## src/rtl/avalon_reg_bank_pkg.sv

```systemverilog
// rtl/avalon_reg_bank_pkg.sv - shared offsets, clog2 and default ID for avalon_reg_bank
package avalon_reg_bank_pkg;

    localparam logic [31:0] DEFAULT_ID = 32'h0001_0000;

    function automatic int clog2(input int value);
        int r;
        r = 0;
        for (int i = 0; i < 31; i++) begin
            if ((1 << i) < value) r = i + 1;
        end
        return r;
    endfunction

    function automatic int STATUS_OFS(input int n);
        return n;
    endfunction

    function automatic int MASK_OFS(input int n);
        return n + 1;
    endfunction

    function automatic int ID_OFS(input int n);
        return n + 2;
    endfunction

endpackage

```

## src/rtl/avalon_reg_bank_be_reg.sv

```systemverilog
// rtl/avalon_reg_bank_be_reg.sv - register with per-byte write enable
module be_reg #(
    parameter int                    DATA_WIDTH  = 32,
    parameter logic [DATA_WIDTH-1:0] RESET_VALUE = '0
) (
    input  logic                    clock,
    input  logic                    resetn,
    input  logic                    we,
    input  logic [DATA_WIDTH/8-1:0] be,
    input  logic [DATA_WIDTH-1:0]   d,
    output logic [DATA_WIDTH-1:0]   q
);

    always_ff @(posedge clock or negedge resetn) begin
        if (!resetn) begin
            q <= RESET_VALUE;
        end else if (we) begin
            for (int i = 0; i < DATA_WIDTH / 8; i++) begin
                if (be[i]) q[i*8 +: 8] <= d[i*8 +: 8];
            end
        end
    end

endmodule

```

## src/rtl/avalon_reg_bank.sv

```systemverilog
// rtl/avalon_reg_bank.sv - Avalon-MM control register bank with W1C event status and irq
module avalon_reg_bank
    import avalon_reg_bank_pkg::*;
#(
    parameter int                    DATA_WIDTH  = 32,
    parameter int                    NUM_REGS    = 4,
    parameter int                    NUM_EVENTS  = 8,
    parameter logic [DATA_WIDTH-1:0] RESET_VALUE = '0,
    parameter logic [31:0]           ID_VALUE    = DEFAULT_ID,
    localparam int                   ADDR_W      = clog2(NUM_REGS + 3)
) (
    input  logic                           clock,
    input  logic                           resetn,
    input  logic [ADDR_W-1:0]              address,
    input  logic                           chipselect,
    input  logic                           read,
    input  logic                           write,
    input  logic [DATA_WIDTH/8-1:0]        byteenable,
    input  logic [DATA_WIDTH-1:0]          writedata,
    output logic [DATA_WIDTH-1:0]          readdata,
    output logic                           readdatavalid,
    input  logic [NUM_EVENTS-1:0]          event_in,
    output logic                           irq,
    output logic [NUM_REGS*DATA_WIDTH-1:0] Q_export
);

    localparam logic [ADDR_W-1:0]     STATUS_A = ADDR_W'(STATUS_OFS(NUM_REGS));
    localparam logic [ADDR_W-1:0]     MASK_A   = ADDR_W'(MASK_OFS(NUM_REGS));
    localparam logic [ADDR_W-1:0]     ID_A     = ADDR_W'(ID_OFS(NUM_REGS));
    localparam logic [DATA_WIDTH-1:0] EV_MASK  = {DATA_WIDTH{1'b1}} >> (DATA_WIDTH - NUM_EVENTS);
    localparam logic [DATA_WIDTH-1:0] ID_WORD  = DATA_WIDTH'(ID_VALUE);

    logic                  wr_acc;
    logic                  rd_acc;
    logic [DATA_WIDTH-1:0] be_bits;
    logic [DATA_WIDTH-1:0] ctrl_q [NUM_REGS];
    logic [DATA_WIDTH-1:0] mask_q;
    logic [DATA_WIDTH-1:0] status_q;
    logic [DATA_WIDTH-1:0] status_d;
    logic [DATA_WIDTH-1:0] w1c;
    logic [DATA_WIDTH-1:0] rise;
    logic [DATA_WIDTH-1:0] rd_mux;
    logic [NUM_EVENTS-1:0] event_q;

    assign wr_acc = chipselect & write;
    assign rd_acc = chipselect & read;
    assign rise   = DATA_WIDTH'(event_in & ~event_q);

    always_comb begin
        be_bits = '0;
        for (int i = 0; i < DATA_WIDTH / 8; i++) begin
            be_bits[i*8 +: 8] = {8{byteenable[i]}};
        end
    end

    for (genvar k = 0; k < NUM_REGS; k++) begin : g_ctrl
        be_reg #(
            .DATA_WIDTH (DATA_WIDTH),
            .RESET_VALUE(RESET_VALUE)
        ) u_ctrl (
            .clock (clock),
            .resetn(resetn),
            .we    (wr_acc && (address == ADDR_W'(k))),
            .be    (byteenable),
            .d     (writedata),
            .q     (ctrl_q[k])
        );
        assign Q_export[k*DATA_WIDTH +: DATA_WIDTH] = ctrl_q[k];
    end

    // Bits above NUM_EVENTS are forced to zero on write so the mask reads back clean.
    be_reg #(
        .DATA_WIDTH (DATA_WIDTH),
        .RESET_VALUE('0)
    ) u_mask (
        .clock (clock),
        .resetn(resetn),
        .we    (wr_acc && (address == MASK_A)),
        .be    (byteenable),
        .d     (writedata & EV_MASK),
        .q     (mask_q)
    );

    // A rise is ORed in after the clear, so set wins a same-cycle collision.
    always_comb begin
        w1c      = (wr_acc && (address == STATUS_A)) ? (writedata & be_bits) : '0;
        status_d = ((status_q & ~w1c) | rise) & EV_MASK;
    end

    always_comb begin
        rd_mux = '0;
        for (int k = 0; k < NUM_REGS; k++) begin
            if (address == ADDR_W'(k)) rd_mux = ctrl_q[k];
        end
        if (address == STATUS_A) rd_mux = status_q;
        if (address == MASK_A)   rd_mux = mask_q;
        if (address == ID_A)     rd_mux = ID_WORD;
    end

    always_ff @(posedge clock or negedge resetn) begin
        if (!resetn) begin
            status_q      <= '0;
            event_q       <= '0;
            readdata      <= '0;
            readdatavalid <= 1'b0;
            irq           <= 1'b0;
        end else begin
            status_q      <= status_d;
            event_q       <= event_in;
            readdatavalid <= rd_acc;
            if (rd_acc) readdata <= rd_mux;
            irq           <= |(status_q & mask_q);
        end
    end

endmodule

```

## config.mk

```make
export PLATFORM = sky130hd
export DESIGN_NAME = avalon_reg_bank
export DESIGN_NICKNAME = d
export VERILOG_FILES = /design/src/rtl/avalon_reg_bank_pkg.sv /design/src/rtl/avalon_reg_bank_be_reg.sv /design/src/rtl/avalon_reg_bank.sv
export SDC_FILE = /design/constraint.sdc
export NUM_CORES = 1
export LEC_CHECK = 0
export BUFFER_PORTS_ARGS = -buffer_cell sky130_fd_sc_hd__buf_4
export CAP_MARGIN = 10
export CORE_MARGIN = 4
export CORE_UTILIZATION = 40
export DETAILED_ROUTE_END_ITERATION = 10
export HOLD_SLACK_MARGIN = 0.05
export PLACE_DENSITY_LB_ADDON = 0.2
export SYNTH_ARGS = -nofsm -noshare
export SYNTH_HDL_FRONTEND = slang
export SYNTH_SLANG_ARGS = --single-unit
export TNS_END_PERCENT = 30
```

## constraint.sdc

```tcl
create_clock -name clock -period 1.5 [get_ports clock]
set_input_delay 0.3 -clock clock [delete_from_list [all_inputs] [get_ports clock]]
set_output_delay 0.3 -clock clock [all_outputs]
set_load 0.05 [all_outputs]
```

## Yosys cells after proc, flatten, opt, wreduce, memory -nomap -nowiden

Index checks and enable logic that the tools add are counted.

| word-level totals | value |
|---|---|
| flip-flop bits (word level) | 186 |
| bits of input ports | 52 |
| output and inout bits | 162 |
| logic and storage cells | 70 |

| operators by class | value |
|---|---|
| eq/ne operators | 6 |
| muxes and demuxes | 8 |
| bitwise operators | 9 |
| reductions and logical operators | 25 |

Operators with widths:

| kind | number |
|---|---|
| $mux 32 | 7 |
| $reduce_and 2->1 | 17 |
| $and 8x8->8 | 4 |
| $reduce_or 32->1 | 1 |
| $not 8->8 | 2 |
| $eq 3x3->1 const B | 3 |
| $mux 8 | 1 |
| $or 8x8->8 | 1 |
| $eq 3x2->1 const B | 2 |
| $logic_and 1x1->1 | 6 |
| $eq 3x1->1 const B | 1 |
| $logic_not 3->1 | 1 |
| $and 1x1->1 | 2 |

## Longest topological paths before layout

Gate-level depths: netlist (run 1).

| logic depth | value |
|---|---|
| word-level depth | 8 |
| gate-level depth with buffers | 6 |
| mapped depth without buffers | 3 |

## Cells and area by module

Synthesis (run 1) repeated with hierarchy kept, for this count alone.

| unflattened totals | value |
|---|---|
| cell total of the unflattened synthesis | 622 |
| area total of the unflattened synthesis | 9147.5 µm² |

By module, submodules not included:

| module | instances | cells each | area an instance (µm²) | seq. area each (µm²) |
|---|---|---|---|---|
| be_reg | 5 | 68 | 1186.1 | 800.8 |
| avalon_reg_bank | 1 | 282 | 3216.8 | 1251.2 |

## Worst setup path after synthesis (run 1)

OpenSTA, ideal clock, no wires.

| timing path | value |
|---|---|
| path kind | reg-to-reg |
| start point | register g_ctrl[1].u_ctrl.q[1] |
| end point | register readdata[1] |
| setup time | 0.120 ns |
| arrival time | 1.549 ns |
| data required time | 1.380 ns |
| setup slack | -0.169 ns |
| stages on the path, launching flop included | 4 |
| path buffers | 0 |
| clock period less this slack | 1.669 ns |
| path through | dfrtp_1 -> or2_2 -> mux4_2 -> a31o_2 |

| on the way | value |
|---|---|
| word-level cells in the longest chain between the ends | 6 |

Ends and longest elaborated chain:

| item | line | source |
|---|---|---|
| from (decl) | avalon_reg_bank_be_reg.sv:11 | `output logic [DATA_WIDTH-1:0] q` |
| from (signal, indexed assignment) | avalon_reg_bank_be_reg.sv:19 | `if (be[i]) q[i*8 +: 8] <= d[i*8 +: 8];` |
| $mux 32 (3 in series) | avalon_reg_bank.sv:93 | `if (address == ADDR_W'(k)) rd_mux = ctrl_q[k];` |
| $mux 32 | avalon_reg_bank.sv:95 | `if (address == STATUS_A) rd_mux = status_q;` |
| $mux 32 | avalon_reg_bank.sv:96 | `if (address == MASK_A) rd_mux = mask_q;` |
| $mux 32 | avalon_reg_bank.sv:97 | `if (address == ID_A) rd_mux = ID_WORD;` |
| to (signal assigned) | avalon_reg_bank.sv:111 | `if (rd_acc) readdata <= rd_mux;` |
| to (decl) | avalon_reg_bank.sv:20 | `output logic [DATA_WIDTH-1:0] readdata,` |

No other way between the ends.
A chain may end at the register's enable or synchronous reset.

## Worst setup path after layout (run 1)

| timing path | value |
|---|---|
| start point | register g_ctrl[1].u_ctrl.q[2] |
| end point | register readdata[2] |

The elaborated chain is that of the path after synthesis.

==> results of run 1 <==
## critical path, cell delays in order (launching register included)
cell     delay, ns
dfrtp_2       0.43
or2_4         0.25
mux4_2        0.44
a31o_2        0.24
## registers in the layout (all words and copies together) (netlist names)
register         count
readdatavalid        1
g_ctrl.u_ctrl.q    128
irq                  1
status_q             8
event_q              8
u_mask.q             8
readdata            32
## cell families (layout without fill, tap and decap cells)
logic type	after synthesis	count (layout)	share of synthesized area [%]
muxes	151	151	23.0
DFF	186	186	57.1
and+or+nand+nor	109	109	7.89
buffers and inverters	45	335	2.55
AOI/OAI and AO/OA	107	107	9.51
## final timing paths
kind	endpoint	depth (start not counted)	slack, ns
setup / recovery	readdata[2]$_DFFE_PN0P_	3	0.04
hold / removal	g_ctrl[0].u_ctrl.q[14]$_DFFE_PN0P_	2	0.12
setup reg to reg	readdata[2]$_DFFE_PN0P_	3	0.04
hold reg to reg	readdata[9]$_DFFE_PN0P_	2	0.49
max in group asynchronous	readdata[10]$_DFFE_PN0P_	3	0.58
min in group asynchronous	g_ctrl[0].u_ctrl.q[16]$_DFFE_PN0P_	2	0.37
## per-stage QoR
| step | setup TNS (ns) | hold slack [ns] | cell area [um2] | instances | util (%) |
|---|---|---|---|---|---|
| after floorplan | -1.07 | 0.00441 | 8260 | 598 | - |
| after global placement | -10.0 | 0.247 | 10800 | 1112 | 54.4 |
| after detailed placement | -12.03 | 0.251 | 10800 | 1112 | 54.4 |
| after CTS | 0 | 0.109 | 11400 | 1153 | 57.8 |
| after global routing | 0 | 0.113 | 11400 | 1153 | 57.8 |
| final | 0 | 0.121 | 11400 | 1153 | 57.8 |
## per-layer routing
layer | vias up | GRT usage, % | part of all wire (%)
met2 | 197 | 36.1 | 50
met3 | 19 | 4.73 | 6.8
li1 | 2749 | - | -
met5 | - | 0 | 0
met1 | 3186 | 28.3 | 42
met4 | 0 | 5.58 | 0.85
## cell usage after synthesis
cell / n / share of area [%]
and2_1: 8 / 0.61
or3_1: 8 / 0.61
dfrtp_1: 186 / 57
o32a_1: 1 / 0.12
a31o_2: 5 / 0.54
and3b_1: 2 / 0.21
nor2b_1: 25 / 1.9
nand2_1: 27 / 1.2
o221ai_1: 22 / 2.4
nand3b_1: 1 / 0.092
or2_2: 3 / 0.23
nor2_2: 12 / 0.92
clkbuf_1: 15 / 0.69
buf_4: 3 / 0.28
mux2_4: 31 / 5.7
a21oi_1: 4 / 0.25
a31oi_1: 1 / 0.077
mux2i_1: 9 / 1.1
mux2_2: 104 / 14
and4_1: 1 / 0.11
nand4b_2: 4 / 0.74
buf_2: 16 / 0.98
o21ai_0: 27 / 1.7
nand4_1: 1 / 0.077
nand3_1: 8 / 0.49
a22o_1: 9 / 0.97
nand2b_1: 5 / 0.38
or2_0: 2 / 0.15
mux2_1: 1 / 0.14
buf_6: 1 / 0.14
nor2_1: 2 / 0.092
a211oi_1: 25 / 2.3
a21o_1: 6 / 0.55
inv_1: 10 / 0.46
mux4_2: 6 / 1.7
o41ai_1: 3 / 0.32
a22oi_1: 4 / 0.37
## final cells by class
type | instances | share of cell area [%]
clock buffer | 18 | 3.75
clock inverter | 14 | 1.29
tap | 265 | 2.90
timing repair buffer | 293 | 21.6
inverter | 10 | 0.328
sequential | 186 | 40.8
multi-input combinational | 367 | 29.4
## power by group
group | total, mW | switching [mW] | internal, mW | leakage [nW]
Combinational | 6.06 | 3.93 | 2.13 | 2.89
Clock | 4.42 | 1.97 | 2.46 | 0.269
Sequential | 6.63 | 0.756 | 5.87 | 2.34
Total | 17.1 | 6.65 | 10.5 | 5.50
==> impl_metrics.ini, run 1 <==
[status]
status = completed

[timing]
layout_setup_ws_ns = 0.0413
period_minus_slack_ns = 1.46
rsz0062_at_grt = no
tightestPinTransition_ns = 0.414
max_clock_freq_ghz = 0.686
hold_viol_final = 0
clock-skew-final_ns = 0.00827
fin_crit_sh_pct = 97.2
setup_viol = 0
slew_violations = 0
relSlewSlack_pct = 72.4

[setup_path]
arrival_ns = 1.78
crit_fanout = 3
worstSetupPathType = reg -> reg
worstPathRequired_ns = 1.83
crit_start = g_ctrl[1].u_ctrl.q[2]$_DFFE_PN0P_
cp-end-kind = flip-flop
startpoint_type = flip-flop
reg2reg_from = g_ctrl[1].u_ctrl.q[2]$_DFFE_PN0P_

[cells_and_area]
final_cell_mix = 264 x buf_4, 179 x dfrtp_1, 104 x mux2_2, 31 x mux2_4, 27 x o21ai_0
multiInputGateArea_mm2 = 0.00336
fin_nets = 927
area_delta_synth_final_pct = 40.2
drive_gt1_share_pct = 55.0
layout_commonest_cell = buf_4
regArea_mm2 = 0.00466
diodes = 0
fill_cells = 1635

[cts]
clock_sinks = 186
clock_path_buffers = 2
cts_tree = yes
post_cts_resized = 0
cts_root_buf = clkbuf_16
postCtsHoldBufs = 9
cts_made_buffers = 17
clk_latency_ns = 0.43
htreeDepth = 4
path_clk_slew_ns = 0.07
post_cts_buffers = 0

[routing]
wl_per_cell_um = 21.0
num_vias = 6151
wl_mm = 24.2
drt-initial-drc-count = 239
drtPass1Iterations = 4
antenna_left = 0
drt-vias-per-instance = 5.33
drc_errors = 0

[logic_synthesis]
ys_ff_latch = 186
synth_cell_type_count = 37
yosysSeqAreaShare_pct = 57.1
yosysWarnings = 0
synth_area_mm2 = 0.00815
syn_avg_cell_area_um2 = 13.6
syn_nets = 650
syn_inst = 598

[global_route]
grt_pass1_vias = 6523
grtUsageTotal_pct = 21.5
antenna_found_initial = 0
grt_max_degree = 40
overflow = 0
grt_pass1_wl_mm = 37.5

[pwr]
peakVddDrop_v = 0.000887
powerDensity_mw_per_mm2 = 1500
leakagePower_nw = 5.50
power_mw = 17.1

[placement]
port-buffer-count = 213
gp_congestion = 0.885
place_hpwl_mm = 18.1
dp_slack_ns = -0.140

[floorplan]
ios = 214
die_h_um = 151
core_mm2 = 0.0198
die_area_mm2 = 0.0227
core.rowCount = 51
dieWidth_um = 151
initial_core_util_pct = 41.2

[hold_path]
hp-start = writedata[14]
hold_class = in -> reg

[job]
cap_violations = 0
No activity file was read; power rests on OpenSTA's default activity.
==> run 2, diff against run 1 <==
--- a/config.mk
+++ b/config.mk
@@ -12,6 +12,7 @@
 export DETAILED_ROUTE_END_ITERATION = 10
 export HOLD_SLACK_MARGIN = 0.05
 export PLACE_DENSITY_LB_ADDON = 0.2
+export RECOVER_POWER = 50
 export SYNTH_ARGS = -nofsm -noshare
 export SYNTH_HDL_FRONTEND = slang
 export SYNTH_SLANG_ARGS = --single-unit
==> impl_metrics.ini, run 2 (synthesis gave the netlist of run 1 again) <==
[cts]
htreeDepth = 4
clock_path_buffers = 2
path_clk_slew_ns = 0.07
clk_latency_ns = 0.43
cts_made_buffers = 17
cts_tree = yes
clock_sinks = 186
cts_root_buf = clkbuf_16
post_cts_resized = 0

[setup_path]
arrival_ns = 1.78
startpoint_type = flip-flop
worstSetupPathType = reg -> reg
cp-end-kind = flip-flop
worstPathRequired_ns = 1.83
crit_fanout = 3

[global_route]
overflow = 0
grt_max_degree = 40
grtUsageTotal_pct = 21.5
antenna_found_initial = 0
grt_pass1_wl_mm = 37.5
grt_pass1_vias = 6523

[timing]
relSlewSlack_pct = 56.9
max_clock_freq_ghz = 0.689
holdWs_ns = 0.126
rsz0062_at_grt = no
hold_viol_final = 0
clock-skew-final_ns = 0.00848
fin_crit_sh_pct = 96.8
setup_viol = 0
tightestPinTransition_ns = 0.646
period_minus_slack_ns = 1.45
slew_violations = 0

[routing]
num_vias = 6175
drt-initial-drc-count = 279
drt-vias-per-instance = 5.36
drtPass1Iterations = 6
wl_mm = 24.3
wl_per_cell_um = 21.1
antenna_left = 0
drc_errors = 0

[cells_and_area]
reg_top3 = g_ctrl.u_ctrl.q (128), readdata (32)
drive_gt1_share_pct = 51.8
largest_reg_flops = 128
diodes = 0
layout_commonest_cell = buf_4
final_cell_mix = 239 x buf_4, 179 x dfrtp_1, 104 x mux2_2, 31 x mux2_4
fin_util_pct = 56.7
final_cells = 1153
fin_area_mm2 = 0.0112
area_delta_synth_final_pct = 37.5
fin_nets = 927
top_register = g_ctrl.u_ctrl.q

[placement]
place_hpwl_mm = 18.1
dp_cells = 1112
port-buffer-count = 213
gp_congestion = 0.885
post_dp_cell_area_mm2 = 0.0108

[floorplan]
die_area_mm2 = 0.0227
core_mm2 = 0.0198
ios = 214
initial_core_util_pct = 41.2
core.rowCount = 51
die_h_um = 151
dieWidth_um = 151

[hold_path]
hold_class = in -> reg

[pwr]
power_mw = 17.1
leakagePower_nw = 5.43
peakVddDrop_v = 0.000888
powerDensity_mw_per_mm2 = 1520

[status]
status = completed

[job]
cap_violations = 0
## run 2: changes by cell type in the layout (fill, tap and decap cells not counted), sizes merged
| cell | before | now |
|---|---|---|
| buf | 284 | 251 |
| clkbuf | 18 | 49 |
| dlymetal6s2s | 0 | 2 |
## run 2: path summary, 6_finish.rpt
path / cells after the start / slack, ns / to / start
hold / removal: 2 / 0.13 / g_ctrl[0].u_ctrl.q[14]$_DFFE_PN0P_ / writedata[14]
setup reg to reg: 3 / 0.05 / readdata[2]$_DFFE_PN0P_ / g_ctrl[1].u_ctrl.q[2]$_DFFE_PN0P_
min in group asynchronous: 2 / 0.36 / g_ctrl[0].u_ctrl.q[16]$_DFFE_PN0P_ / resetn
setup / recovery: 3 / 0.05 / readdata[2]$_DFFE_PN0P_ / g_ctrl[1].u_ctrl.q[2]$_DFFE_PN0P_
hold reg to reg: 2 / 0.49 / readdata[9]$_DFFE_PN0P_ / readdata[9]$_DFFE_PN0P_
max in group asynchronous: 3 / 0.22 / g_ctrl[1].u_ctrl.q[4]$_DFFE_PN0P_ / resetn
## run 2: timing repair
| item | 4_1_cts | 5_1_grt |
|---|---|---|
| hold buffers | 9 | 0 |
| endpoints found under the hold margin | 36 | 0 |
| buffers inserted | 0 | 0 |
## run 2: worst max-delay path, stage by stage (launching register included)
cell and delay (ns):
dfrtp_2 0.43, or2_4 0.25, mux4_2 0.44, a31o_2 0.24
## run 2: cell type report
type / count / area, um2
flip-flops and latches: 186 / 4660
fillers: 1676 / 8570
well taps: 265 / 332
multi-input cells: 367 / 3320
inverters: 10 / 37.5
clock buffers: 18 / 429
repair buffers: 293 / 2280
clock inverters: 14 / 148
## run 2: layer usage
metal	up-vias	part of all wire, %	global-route usage [%]
met1	3197	43	28.3
li1	2742	-	-
met4	0	1.5	5.58
met3	31	6.0	4.73
met5	-	0	0
met2	205	49	36.1
## run 2: stage by stage
stage	setup WS (ns)	TNS [ns]
after floorplan	-0.0520	-1.07
after global placement	-0.134	-10.0
after detailed placement	-0.140	-12.03
after CTS	0.0385	0
after global routing	0.00763	0
final	0.0480	0
## run 2: power by group
part           switching, mW  internal [mW]
Clock                   1.96           2.46
Sequential             0.756           5.87
Combinational           3.93           2.09
==> run 3, diff against run 2 <==
--- a/config.mk
+++ b/config.mk
@@ -12,7 +12,7 @@
 export DETAILED_ROUTE_END_ITERATION = 10
 export HOLD_SLACK_MARGIN = 0.05
 export PLACE_DENSITY_LB_ADDON = 0.2
-export RECOVER_POWER = 50
+export RECOVER_POWER = 100
 export SYNTH_ARGS = -nofsm -noshare
 export SYNTH_HDL_FRONTEND = slang
 export SYNTH_SLANG_ARGS = --single-unit
==> constraint.sdc (replaced) <==
create_clock -name clock -period 1.5 [get_ports clock]
set_input_delay 0.15 -clock clock [delete_from_list [all_inputs] [get_ports clock]]
set_output_delay 0.15 -clock clock [all_outputs]
set_load 0.05 [all_outputs]
==> impl_metrics.ini, run 3 (synthesis gave the netlist of run 1 again) <==
[cells_and_area]
layout_commonest_cell = dfrtp_1
area_delta_synth_final_pct = 34.3
largest_reg_flops = 128
drive_gt1_share_pct = 46.0
diodes = 0
reg_top3 = g_ctrl.u_ctrl.q (128), readdata (32)
fin_util_pct = 55.4
fin_nets = 943
final_cell_mix = 176 x dfrtp_1, 169 x clkbuf_2, 104 x mux2_2, 63 x buf_4, 42 x dlygate4sd3_1
top_register = g_ctrl.u_ctrl.q

[routing]
drtPass1Iterations = 5
wl_mm = 23.8
drt-vias-per-instance = 5.34
wl_per_cell_um = 20.4
num_vias = 6240
drc_errors = 0
antenna_left = 0
drt-initial-drc-count = 300

[pwr]
p_int_mw = 10.4
peakVddDrop_v = 0.000772
comb_power_share_pct = 31.9
leakagePower_nw = 5.34
clockPowerShare_pct = 29.3
powerDensity_mw_per_mm2 = 1560
seq_power_share_pct = 38.8
switching_share_pct = 38.8
p_sw_mw = 6.61

[cts]
cts_made_buffers = 17
post_cts_resized = 0
clock_path_buffers = 2
cts_root_buf = clkbuf_16
clk_latency_ns = 0.42
clock_sinks = 186
path_clk_slew_ns = 0.07
htreeDepth = 4
cts_tree = yes

[floorplan]
initial_core_util_pct = 41.2
ios = 214
core_mm2 = 0.0198
die_area_mm2 = 0.0227
dieWidth_um = 151
core.rowCount = 51
die_h_um = 151

[placement]
place_hpwl_mm = 17.3
port-buffer-count = 213
dp_slack_ns = -0.0118
gp_congestion = 0.857

[global_route]
grt_pass1_wl_mm = 36.8
grtUsageTotal_pct = 21.0
overflow = 0
antenna_found_initial = 0
grt_pass1_vias = 6512
grt_max_degree = 60

[setup_path]
crit_chain = or2_4 -> mux4_2 -> a31o_2
ff2ff_setup_slack_ns = 0.07
arrival_ns = 1.75
reg2reg_from = g_ctrl[1].u_ctrl.q[1]$_DFFE_PN0P_
worst-path-stages = 3
worstPathRequired_ns = 1.81
rr_worst_depth = 3
slowest_stage = mux4_2
cp-end-kind = flip-flop
worst_path_largest_cell_delay_ns = 0.45
critPathTopFamily = multiplexers
startpoint_type = flip-flop
r2r_end = readdata[1]$_DFFE_PN0P_
worstSetupPathType = reg -> reg
path_buf_inv = 0
crit_fanout = 3

[timing]
relSlewSlack_pct = 50.3
tightestPinTransition_ns = 0.745
rsz0062_at_grt = no
period_minus_slack_ns = 1.43
layout_setup_ws_ns = 0.0663
max_clock_freq_ghz = 0.698
clock-skew-final_ns = 0.00684
setup_viol = 0
slew_violations = 0
fin_crit_sh_pct = 95.6
hold_viol_final = 0

[hold_path]
hp-start = chipselect
min_to = readdata[16]$_DFFE_PN0P_
hold_class = in -> reg
min_path_cells = 3

[status]
status = completed

[job]
cap_violations = 0
## run 3: cell count changes in the layout (fill, tap and decap cells not counted), moves of 4 or more
cell and change:
nor2_2 -6, dlygate4sd3_1 +33, buf_4 -176, mux2_4 -23, clkbuf_2 +161, nand4b_4 -4, nor2_1 +6, mux2_1 +23
## run 3: worst max-delay path by stage
stage / endpoint / slack, ns / from
floorplan: readdata[1]$_DFFE_PN0P_ / -0.03 / g_ctrl[1].u_ctrl.q[1]$_DFFE_PN0P_
global route: status_q[5]$_DFF_PN0_ / 0.01 / address[0]
detailed placement: g_ctrl[0].u_ctrl.q[8]$_DFFE_PN0P_ / -0.01 / address[2]
finish: readdata[1]$_DFFE_PN0P_ / 0.07 / g_ctrl[1].u_ctrl.q[1]$_DFFE_PN0P_
global placement: g_ctrl[0].u_ctrl.q[15]$_DFFE_PN0P_ / 0.008 / address[2]
CTS: readdata[1]$_DFFE_PN0P_ / 0.06 / g_ctrl[1].u_ctrl.q[1]$_DFFE_PN0P_
## run 3: power groups by stage
stage | Clock [mW] | Sequential, mW | Combinational (mW)
2_1_floorplan | 0 | 9.27 | 1.24
3_3_place_gp | 0 | 6.67 | 5.94
3_5_place_dp | 0 | 6.71 | 6.02
4_1_cts | 5.10 | 6.63 | 6.11
5_1_grt | 5.32 | 6.73 | 5.70
6_report | 5.00 | 6.61 | 5.44
## run 3: final cells by class
cell class / count / area (um2)
clock buffer: 20 / 447
tap: 265 / 332
inverter: 10 / 37.5
sequential: 186 / 4670
timing repair buffer: 309 / 2090
fill: 1770 / 8830
multi-input combinational: 367 / 3180
clock inverter: 12 / 208
## run 3: tightest hold or removal path, stage by stage
cell and delay [ns]:
buf_4 0.15, a21oi_1 0.12, a31oi_1 0.04
## run 3: repair_timing
item / CTS / global route
hold buffers: 42 / 0
hold endpoints to repair: 339 / 0
setup buffers: 0 / 0
## run 3: stage by stage
step	hold WS, ns	setup TNS (ns)	total power [mW]	instance area, um2	instances
2_1_floorplan	-0.146	-0.0964	10.5	8170	598
3_3_place_gp	-0.0228	0	12.6	10600	1095
3_5_place_dp	-0.0234	-0.0598	12.7	10600	1095
4_1_cts	0.0725	0	17.8	11600	1169
5_1_grt	0.0959	0	17.7	11000	1169
6_report	0.0845	0	17.0	11000	1169
## run 3: metal layers
metal / global-route usage, % / vias up / share of wire, %
met4: 7.80 / 0 / 1.4
met1: 28.3 / 3187 / 43
met3: 3.77 / 35 / 6.0
li1: - / 2781 / -
met5: 0 / - / 0
met2: 34.0 / 237 / 50
